===== config.mk =====
export PLATFORM = sky130hd
export DESIGN_NAME = reg_file_sb
export DESIGN_NICKNAME = d
export VERILOG_FILES = /design/src/rtl/reg_file_pkg.sv /design/src/rtl/reg_file_sb_scoreboard.sv /design/src/rtl/reg_file_sb.sv
export SDC_FILE = /design/constraint.sdc
export NUM_CORES = 1
export LEC_CHECK = 0
export CORE_ASPECT_RATIO = 1.1
export CORE_MARGIN = 4
export CORE_UTILIZATION = 60
export CTS_CLUSTER_SIZE = 28
export DETAILED_ROUTE_END_ITERATION = 10
export GPL_TIMING_DRIVEN = 0
export PLACE_DENSITY = 0.81
export SYNTH_ARGS = -nofsm -noshare
export SYNTH_HDL_FRONTEND = slang
export SYNTH_SLANG_ARGS = --single-unit

===== constraint.sdc =====
create_clock -name Clk -period 5.23 [get_ports Clk]
set_input_delay 0.523 -clock Clk [delete_from_list [all_inputs] [get_ports Clk]]
set_output_delay 0.523 -clock Clk [all_outputs]
set_load 0.02 [all_outputs]

===== src/rtl/reg_file_pkg.sv =====
// Shared constants and writeback-port bundle for the register file.
package reg_file_pkg;

    localparam int unsigned DefW = 8;   // default data width
    localparam int unsigned DefD = 4;   // default address width

    // One writeback port at the default widths.
    typedef struct packed {
        logic            en;
        logic [DefD-1:0] addr;
        logic [DefW-1:0] data;
    } wb_port_t;

endpackage


===== src/rtl/reg_file_sb_scoreboard.sv =====
// Pending-load scoreboard: one pending bit per register, a running count of
// pending registers, and the busy indications for both read ports.
module reg_scoreboard
    import reg_file_pkg::*;
#(
    parameter int unsigned D       = DefD,
    parameter int unsigned ZERO_R0 = 0,
    parameter int unsigned BYPASS  = 1
) (
    input  logic         clk_i,
    input  logic         reset_i,
    input  logic         reserve_en_i,
    input  logic [D-1:0] reserve_addr_i,
    input  logic         wb_en_i,
    input  logic [D-1:0] wb_addr_i,
    input  logic [D-1:0] raddr_a_i,
    input  logic [D-1:0] raddr_b_i,
    output logic         busy_a_o,
    output logic         busy_b_o,
    output logic [D:0]   pend_count_o
);

    localparam int unsigned N = 2 ** D;

    logic [N-1:0] pend_q, pend_d;
    logic [D:0]   count_q, count_d;
    logic         res_eff, wb_eff, inc, dec;

    // Next pending vector and count; a same-cycle reserve wins over the clear.
    always_comb begin
        res_eff = reserve_en_i && !((ZERO_R0 != 0) && (reserve_addr_i == '0));
        wb_eff  = wb_en_i && !((ZERO_R0 != 0) && (wb_addr_i == '0));
        pend_d  = pend_q;
        if (wb_eff) pend_d[wb_addr_i] = 1'b0;
        if (res_eff) pend_d[reserve_addr_i] = 1'b1;
        inc     = res_eff && !pend_q[reserve_addr_i];
        dec     = wb_eff && pend_q[wb_addr_i] && !(res_eff && (reserve_addr_i == wb_addr_i));
        count_d = count_q + (D+1)'(inc) - (D+1)'(dec);
    end

    // Pending state register with synchronous clear.
    always_ff @(posedge clk_i) begin
        if (reset_i) begin
            pend_q  <= '0;
            count_q <= '0;
        end else begin
            pend_q  <= pend_d;
            count_q <= count_d;
        end
    end

    // A register is not busy when its load data is arriving this very cycle.
    always_comb begin
        busy_a_o = pend_q[raddr_a_i] &&
                   !((BYPASS != 0) && wb_eff && (wb_addr_i == raddr_a_i));
        busy_b_o = pend_q[raddr_b_i] &&
                   !((BYPASS != 0) && wb_eff && (wb_addr_i == raddr_b_i));
    end

    assign pend_count_o = count_q;

endmodule


===== src/rtl/reg_file_sb.sv =====
// Architectural register file: ALU writeback on port A, load writeback on
// port B, two combinational read ports with optional write bypass.
module reg_file_sb
    import reg_file_pkg::*;
#(
    parameter int unsigned W       = DefW,
    parameter int unsigned D       = DefD,
    parameter int unsigned ZERO_R0 = 0,
    parameter int unsigned BYPASS  = 1
) (
    input  logic         Clk,
    input  logic         Reset,
    input  logic         WriteEnA,
    input  logic [D-1:0] WaddrA,
    input  logic [W-1:0] DataInA,
    input  logic         WriteEnB,
    input  logic [D-1:0] WaddrB,
    input  logic [W-1:0] DataInB,
    input  logic         ReserveEn,
    input  logic [D-1:0] ReserveAddr,
    input  logic [D-1:0] RaddrA,
    input  logic [D-1:0] RaddrB,
    output logic [W-1:0] DataOutA,
    output logic [W-1:0] DataOutB,
    output logic         BusyA,
    output logic         BusyB,
    output logic [D:0]   PendCount,
    output logic         Conflict
);

    localparam int unsigned N = 2 ** D;

    logic [W-1:0] mem_q [N];
    logic         wr_a, wr_b, conflict_q;

    // Effective write strobes; R0 writes vanish when it is hardwired to zero.
    always_comb begin
        wr_a = WriteEnA && !((ZERO_R0 != 0) && (WaddrA == '0));
        wr_b = WriteEnB && !((ZERO_R0 != 0) && (WaddrB == '0));
    end

    // Storage; port B is written last so it wins an address collision.
    always_ff @(posedge Clk) begin
        if (Reset) begin
            for (int unsigned i = 0; i < N; i++) mem_q[i] <= '0;
        end else begin
            if (wr_a) mem_q[WaddrA] <= DataInA;
            if (wr_b) mem_q[WaddrB] <= DataInB;
        end
    end

    // One-cycle pulse after both ports hit the same register.
    always_ff @(posedge Clk) begin
        if (Reset) conflict_q <= 1'b0;
        else       conflict_q <= wr_a && wr_b && (WaddrA == WaddrB);
    end

    // Read port A: zero R0, then bypass (B over A), then stored value.
    always_comb begin
        DataOutA = mem_q[RaddrA];
        if ((BYPASS != 0) && wr_a && (WaddrA == RaddrA)) DataOutA = DataInA;
        if ((BYPASS != 0) && wr_b && (WaddrB == RaddrA)) DataOutA = DataInB;
        if ((ZERO_R0 != 0) && (RaddrA == '0)) DataOutA = '0;
    end

    // Read port B: same priority as port A.
    always_comb begin
        DataOutB = mem_q[RaddrB];
        if ((BYPASS != 0) && wr_a && (WaddrA == RaddrB)) DataOutB = DataInA;
        if ((BYPASS != 0) && wr_b && (WaddrB == RaddrB)) DataOutB = DataInB;
        if ((ZERO_R0 != 0) && (RaddrB == '0)) DataOutB = '0;
    end

    assign Conflict = conflict_q;

    reg_scoreboard #(
        .D       (D),
        .ZERO_R0 (ZERO_R0),
        .BYPASS  (BYPASS)
    ) u_scoreboard (
        .clk_i          (Clk),
        .reset_i        (Reset),
        .reserve_en_i   (ReserveEn),
        .reserve_addr_i (ReserveAddr),
        .wb_en_i        (WriteEnB),
        .wb_addr_i      (WaddrB),
        .raddr_a_i      (RaddrA),
        .raddr_b_i      (RaddrB),
        .busy_a_o       (BusyA),
        .busy_b_o       (BusyB),
        .pend_count_o   (PendCount)
    );

endmodule


==> flow_metrics.tcl, run 1 <==
set metrics [dict create \
    worstSetupPathType "in2out" \
    diodes 0 \
    hp-start "WaddrA[1]" \
    finalWirelength_mm 35.2 \
    synth.avg_cell_area_sq_um 12.1 \
    end_kind "output pin" \
    synthArstFlopShare_pct 0 \
    rsz0062_at_grt "false" \
    hold_buffers 0 \
    routedWlPerCell_um 32.7 \
    synth-seq-area-share_pct 43.8 \
    clk_pin_slew_worst_paths_ns 0.06 \
    root_buffer "clkbuf_16" \
    yosys_most_used_dff "edfxtp_1" \
    die-area_sq_mm 0.0184 \
    synth_enable_flop_cells 128 \
    hold_path_class "in2reg" \
    cts_tree "built" \
    ys_warn_count 0 \
    cts_buffers 17 \
    drc_errors 0 \
    via_count 8633 \
    yosys-top-cells-count "132 x a22o_1, 128 x edfxtp_1, 64 x mux4_2" \
    clockBufferDepth 2 \
    synth_area_leaders "edfxtp_1 39%, mux4_2 15%, a22o_1 12%" \
    grt_pass1_wl_mm 51.3 \
    crit_family "buffers and inverters" \
    setup_viol 0 \
    drt_pass1_iterations 8 \
    fp-row-count 48 \
    coreArea_sq_mm 0.0159 \
    rr_startpoint "u_scoreboard.pend_q[2]" \
    post_route_cells_drive_above_1_share_pct 16.8 \
    cts.htree.levels 4 \
    grt_max_degree 17 \
    start_util_pct 61.7 \
    cp.arrival_ns 3.46 \
    synth-seq-cells 150 \
    antenna_found_initial 0 \
    yosys.cell_count.top_type "a22o_1" \
    status "completed" \
    post_cts_buffers 0 \
    vias_per_cell 8.02 \
    worst_ep_required_time_ns 4.71 \
    power_density_mw_per_mm2 314 \
    drv_slew 0 \
    clkLatencyLatePin_ns 0.44 \
    first_iter_violations 1777 \
    fp.dieH_um 142 \
    grt-ovfl-total 0 \
    crit_fanout 10 \
    antenna_left 0 \
    nets 911 \
    setup_tns_ns 0 \
    synth_cells 811 \
    gp_congestion 1.01 \
    slew-limit-headroom_pct 3.17 \
    vdd_drop_max_mv 0.282 \
    path_cells "clkdlybuf4s50_1, clkbuf_1, xnor2_1, and4_1, clkbuf_1, nor2_1, a221o_1, clkdlybuf4s50_1" \
    cp_slowest_stage_delay_ns 0.56 \
    fin_ws_ns 1.25 \
    leakage_uw 0.00383 \
    cap_violations 0 \
    syn_area_sq_mm 0.00979 \
    crit_buf_inv 4 \
    grtUsageTotal_pct 38.7 \
    finalCritPeriodShare_pct 76.1 \
    clock-sinks 150 \
    pre_cts_ws_ns 1.26 \
    fin_skew_ns 0.00431 \
    startpoint_type "primary input" \
    cp_slowest_cell "clkdlybuf4s50_1" \
    synth_top_area_cell "edfxtp_1" \
    cts_resized 0 \
    num_io_pins 65 \
    worst_pin_slew_ns 1.44 \
    fin_crit_ns 3.98 \
    port_buffers 32 \
    synth_top_area_share_pct 39.3 \
    areaGrowthSynthToFinish_pct 12.5 \
    fmax_ghz 0.251 \
    grt_pass1_vias 8437 \
    fp.dieW_um 130 \
    dp_hpwl_mm 24.5 \
    startpoint "WaddrB[2]" \
    hold_violations 0 \
    synth.distinct_cells 47 \
    synth_nets 858 \
]
## worst register-to-register path, cell delays in order (launching register included)
cell	delay [ns]
dfxtp_1	0.37
mux4_2	0.49
mux4_2	0.48
and3_1	0.21
ha_1	0.27
inv_1	0.04
ha_1	0.21
fa_1	0.44
a21o_1	0.17
a21oi_1	0.16
xnor2_1	0.14
nor2_1	0.05
## layer usage
| metal | up-vias | GRT usage (%) | part of all wire (%) | wire [um] |
|---|---|---|---|---|
| met5 | - | 0 | 0 | 0 |
| met4 | 0 | 23.3 | 8.0 | 2800 |
| li1 | 3361 | - | - | - |
| met3 | 254 | 12.2 | 15 | 5240 |
| met1 | 4051 | 48.4 | 32 | 11300 |
| met2 | 967 | 59.2 | 45 | 15900 |
## layout make-up
cell class	count	area (sq um)
Inverter	6	22.5
Multi-Input combinational cell	565	5090
Buffer	90	389
Clock inverter	14	206
Tap cell	200	250
Sequential cell	150	4280
Timing Repair Buffer	34	333
Fill cell	1127	4850
Clock buffer	18	429
## state kept, by name, indices dropped and copies added, names as in the netlist
signal,count
u_scoreboard.pend_q,16
u_scoreboard.pend_count_o,5
mem_q,128
Conflict,1
## final timing paths
kind	endpoint	slack, ns	cells past startpoint
setup / recovery	DataOutB[6]	1.25	8
setup reg to reg	u_scoreboard.pend_count_o[4]	2.08	11
hold reg to reg	u_scoreboard.pend_q[6]	0.54	2
hold / removal	Conflict	0.52	3
## cell families (layout without fill, tap and decap cells)
group / count (synthesis) / after routing / synth area share, %
buffers and inverters: 96 / 162 / 4.21
multiplexers: 114 / 114 / 21.0
AND/OR/NAND/NOR: 172 / 172 / 9.11
AO/OA/AOI/OAI: 245 / 245 / 18.5
adder cells (fa/ha/maj): 6 / 6 / 0.844
XOR/XNOR: 28 / 28 / 2.51
flip-flops: 150 / 150 / 43.8
## where the power goes
part,switching (uW),total (uW),internal [uW]
sequential,52.3,1440,1380
combinational,389,668,279
clock,508,1350,842
total,949,3450,2500
## cell usage in the layout (no fill, tap or decap), drive strengths merged, types with 4 or more instances in the layout
master           n
a211oi           4
a21oi           23
a221oi          14
a22o           132
and3            19
buf             54
bufinv           5
clkbuf          56
clkdlybuf4s50   32
clkinv           5
dfxtp           22
edfxtp         128
ha               5
inv              7
mux2            14
mux2i           30
mux4            70
nand2           49
nand2b           5
nand3           11
nor2            37
nor2b           15
nor3            14
o21ai           62
xnor2           10
xor2            18
## metrics by stage
stage               hold slack [ns]  cells  util (%)  instance area (sq um)  total power [uW]
finish                        0.517   1077      69.4                  11000              3450
global route                  0.546   1077      69.4                  11000              3530
CTS                           0.525   1077      69.4                  11000              3410
detailed placement            0.516   1045      65.4                  10400              2100
global placement              0.508   1043      65.3                  10400              2070
floorplan                     0.480    811         -                   9790              1860
(Power assumes the default switching activity.)
==> inputs of run 2 (changes only) <==
- clock period: 5.23 -> 3.77 ns (I/O delays scaled with it)
==> run 2 against run 1 <==
Count of clock-buffer cells in the layout unchanged. Critical path depth is 1 higher. Combinational power is 39% higher. Critical path type unchanged. Clock power up 39%. Core utilization barely moved. Register-to-register slack lost 1.5 ns. Via count down 0.57%.
==> flow_metrics.tcl, run 2 (same netlist as run 1, synthesis figures left out) <==
set metrics [dict create \
    status "completed" \
    fin_ws_ns 0.173 \
    grt-ovfl-total 0 \
    setup_viol 0 \
    drc_errors 0 \
    fp.dieW_um 130 \
    num_io_pins 65 \
    rsz0062_at_grt "false" \
    layout_common_cells "132 x a22o_1, 128 x edfxtp_1, 64 x mux4_2" \
    start_util_pct 61.7 \
    r2r_end "u_scoreboard.pend_count_o[4]" \
    finalCritPeriodShare_pct 95.4 \
    layout_commonest_cell "a22o_1" \
    vias_per_cell 7.97 \
    fin_crit_ns 3.60 \
    diodes 0 \
    holdPathStages 3 \
    hold_violations 0 \
    largest_register_ff_count 128 \
    clockBufferDepth 2 \
    cts_tree "built" \
    worstSetupPathType "in2out" \
    drt_pass1_iterations 9 \
    power_density_mw_per_mm2 435 \
    crit_fanout 10 \
    worst_pin_slew_ns 1.38 \
    cap_violations 0 \
    cts_buffers 17 \
    first_iter_violations 1774 \
    antenna_found_initial 0 \
    drv_slew 0 \
    nets 911 \
    root_buffer "clkbuf_16" \
    startpoint_type "primary input" \
    hold_buffers 0 \
    power.total_uw 4790 \
    min_to "Conflict" \
    fin_skew_ns 0.00548 \
    grtUsageTotal_pct 38.7 \
    dp_hpwl_mm 24.5 \
    leakage_uw 0.00384 \
    hold_path_class "in2reg" \
    setup_tns_ns 0 \
    cts.htree.levels 4 \
    routedWlPerCell_um 32.7 \
    grt_pass1_vias 8437 \
    via_count 8584 \
    cp.arrival_ns 3.22 \
    fmax_ghz 0.278 \
    clk_pin_slew_worst_paths_ns 0.06 \
    areaGrowthSynthToFinish_pct 12.5 \
    clock-sinks 150 \
    slew-limit-headroom_pct 7.17 \
    die-area_sq_mm 0.0184 \
    clkLatencyLatePin_ns 0.45 \
    coreArea_sq_mm 0.0159 \
    r2r_slack_ns 0.63 \
    antenna_left 0 \
    reg2reg_depth 11 \
    fp-row-count 48 \
    whs_ns 0.370 \
    regMostFlops "mem_q" \
    worst_ep_required_time_ns 3.39 \
    end_kind "output pin" \
    grt_pass1_wl_mm 51.3 \
    gp_congestion 1.01 \
    pre_cts_ws_ns -0.0534 \
    post_route_cells_drive_above_1_share_pct 16.9 \
    fp.dieH_um 142 \
    hp-start "WaddrA[1]" \
    rr_startpoint "u_scoreboard.pend_q[15]" \
    port_buffers 32 \
    grt_max_degree 17 \
    vdd_drop_max_mv 0.389 \
    finalWirelength_mm 35.3 \
]
[run 2: worst max path at each step]
stage                     startpoint  slack [ns]                           end  depth (start not counted)
after global routing       WaddrB[3]        0.04                   DataOutA[6]                          9
after CTS                  WaddrB[2]        0.18                   DataOutA[6]                          8
final                      WaddrB[3]        0.17                   DataOutB[6]                          9
after detailed placement   WaddrB[1]       -0.05  u_scoreboard.pend_count_o[4]                         13
after floorplan            WaddrB[1]        0.41  u_scoreboard.pend_count_o[4]                         13
after global placement     WaddrB[1]       -0.04  u_scoreboard.pend_count_o[4]                         13
[run 2: through the flow]
stage,utilization [%],cells,cell area (sq um)
finish,69.4,1077,11000
global placement,65.3,1043,10400
global route,69.4,1077,11000
floorplan,-,811,9790
detailed placement,65.4,1045,10400
CTS,69.4,1077,11000
[run 2: where the power goes]
part           total (uW)  switching [uW]  internal [uW]  leakage (uW)
Clock                1870             707           1170      0.000304
Combinational         927             540            388       0.00212
Sequential           1990            72.1           1920       0.00141
Total                4790            1320           3470       0.00384
[run 2: per-layer routing]
| layer | vias up | global-route usage [%] | part of all wire (%) |
|---|---|---|---|
| li1 | 3363 | - | - |
| met1 | 4013 | 48.4 | 32 |
| met2 | 952 | 59.2 | 45 |
| met3 | 256 | 12.2 | 15 |
| met4 | 0 | 23.3 | 8.1 |
| met5 | - | 0 | 0 |
[run 2: cell type report]
cell class              count  area (sq um)
multi-input cells         565          5090
fillers                  1126          4850
flip-flops and latches    150          4280
clock buffers              18           429
plain buffers              90           390
repair buffers             34           333
well taps                 200           250
clock inverters            14           206
inverters                   6          22.5
[run 2: critical path: stages]
cell and delay [ns]:
clkdlybuf4s50_1 0.50, buf_2 0.30, xor2_1 0.11, nor2_1 0.21
and4_1 0.24, clkbuf_1 0.47, nor2_1 0.11, a221o_1 0.35
clkdlybuf4s50_1 0.56
[run 2: timing repair]
action | 4_1_cts | 5_1_grt
setup buffers | 0 | 0
setup endpoints to repair | 0 | 2
resized for setup | 0 | 2
==> inputs of run 3 (changes only) <==
- clock period: 3.77 -> 4.65 ns (I/O delays scaled with it)
==> results of run 3 <==
Same layout as run 1 (identical final DEF). Status: completed.
Among the figures that moved: setup slack after placement 1.26 ns -> 0.739 ns; setup slack after layout 1.25 ns -> 0.787 ns; hold slack 0.517 ns -> 0.459 ns; register-to-register setup slack 2.08 ns -> 1.50 ns; total power 3450 uW -> 3880 uW; worst IR drop on VDD 0.282 mV -> 0.317 mV
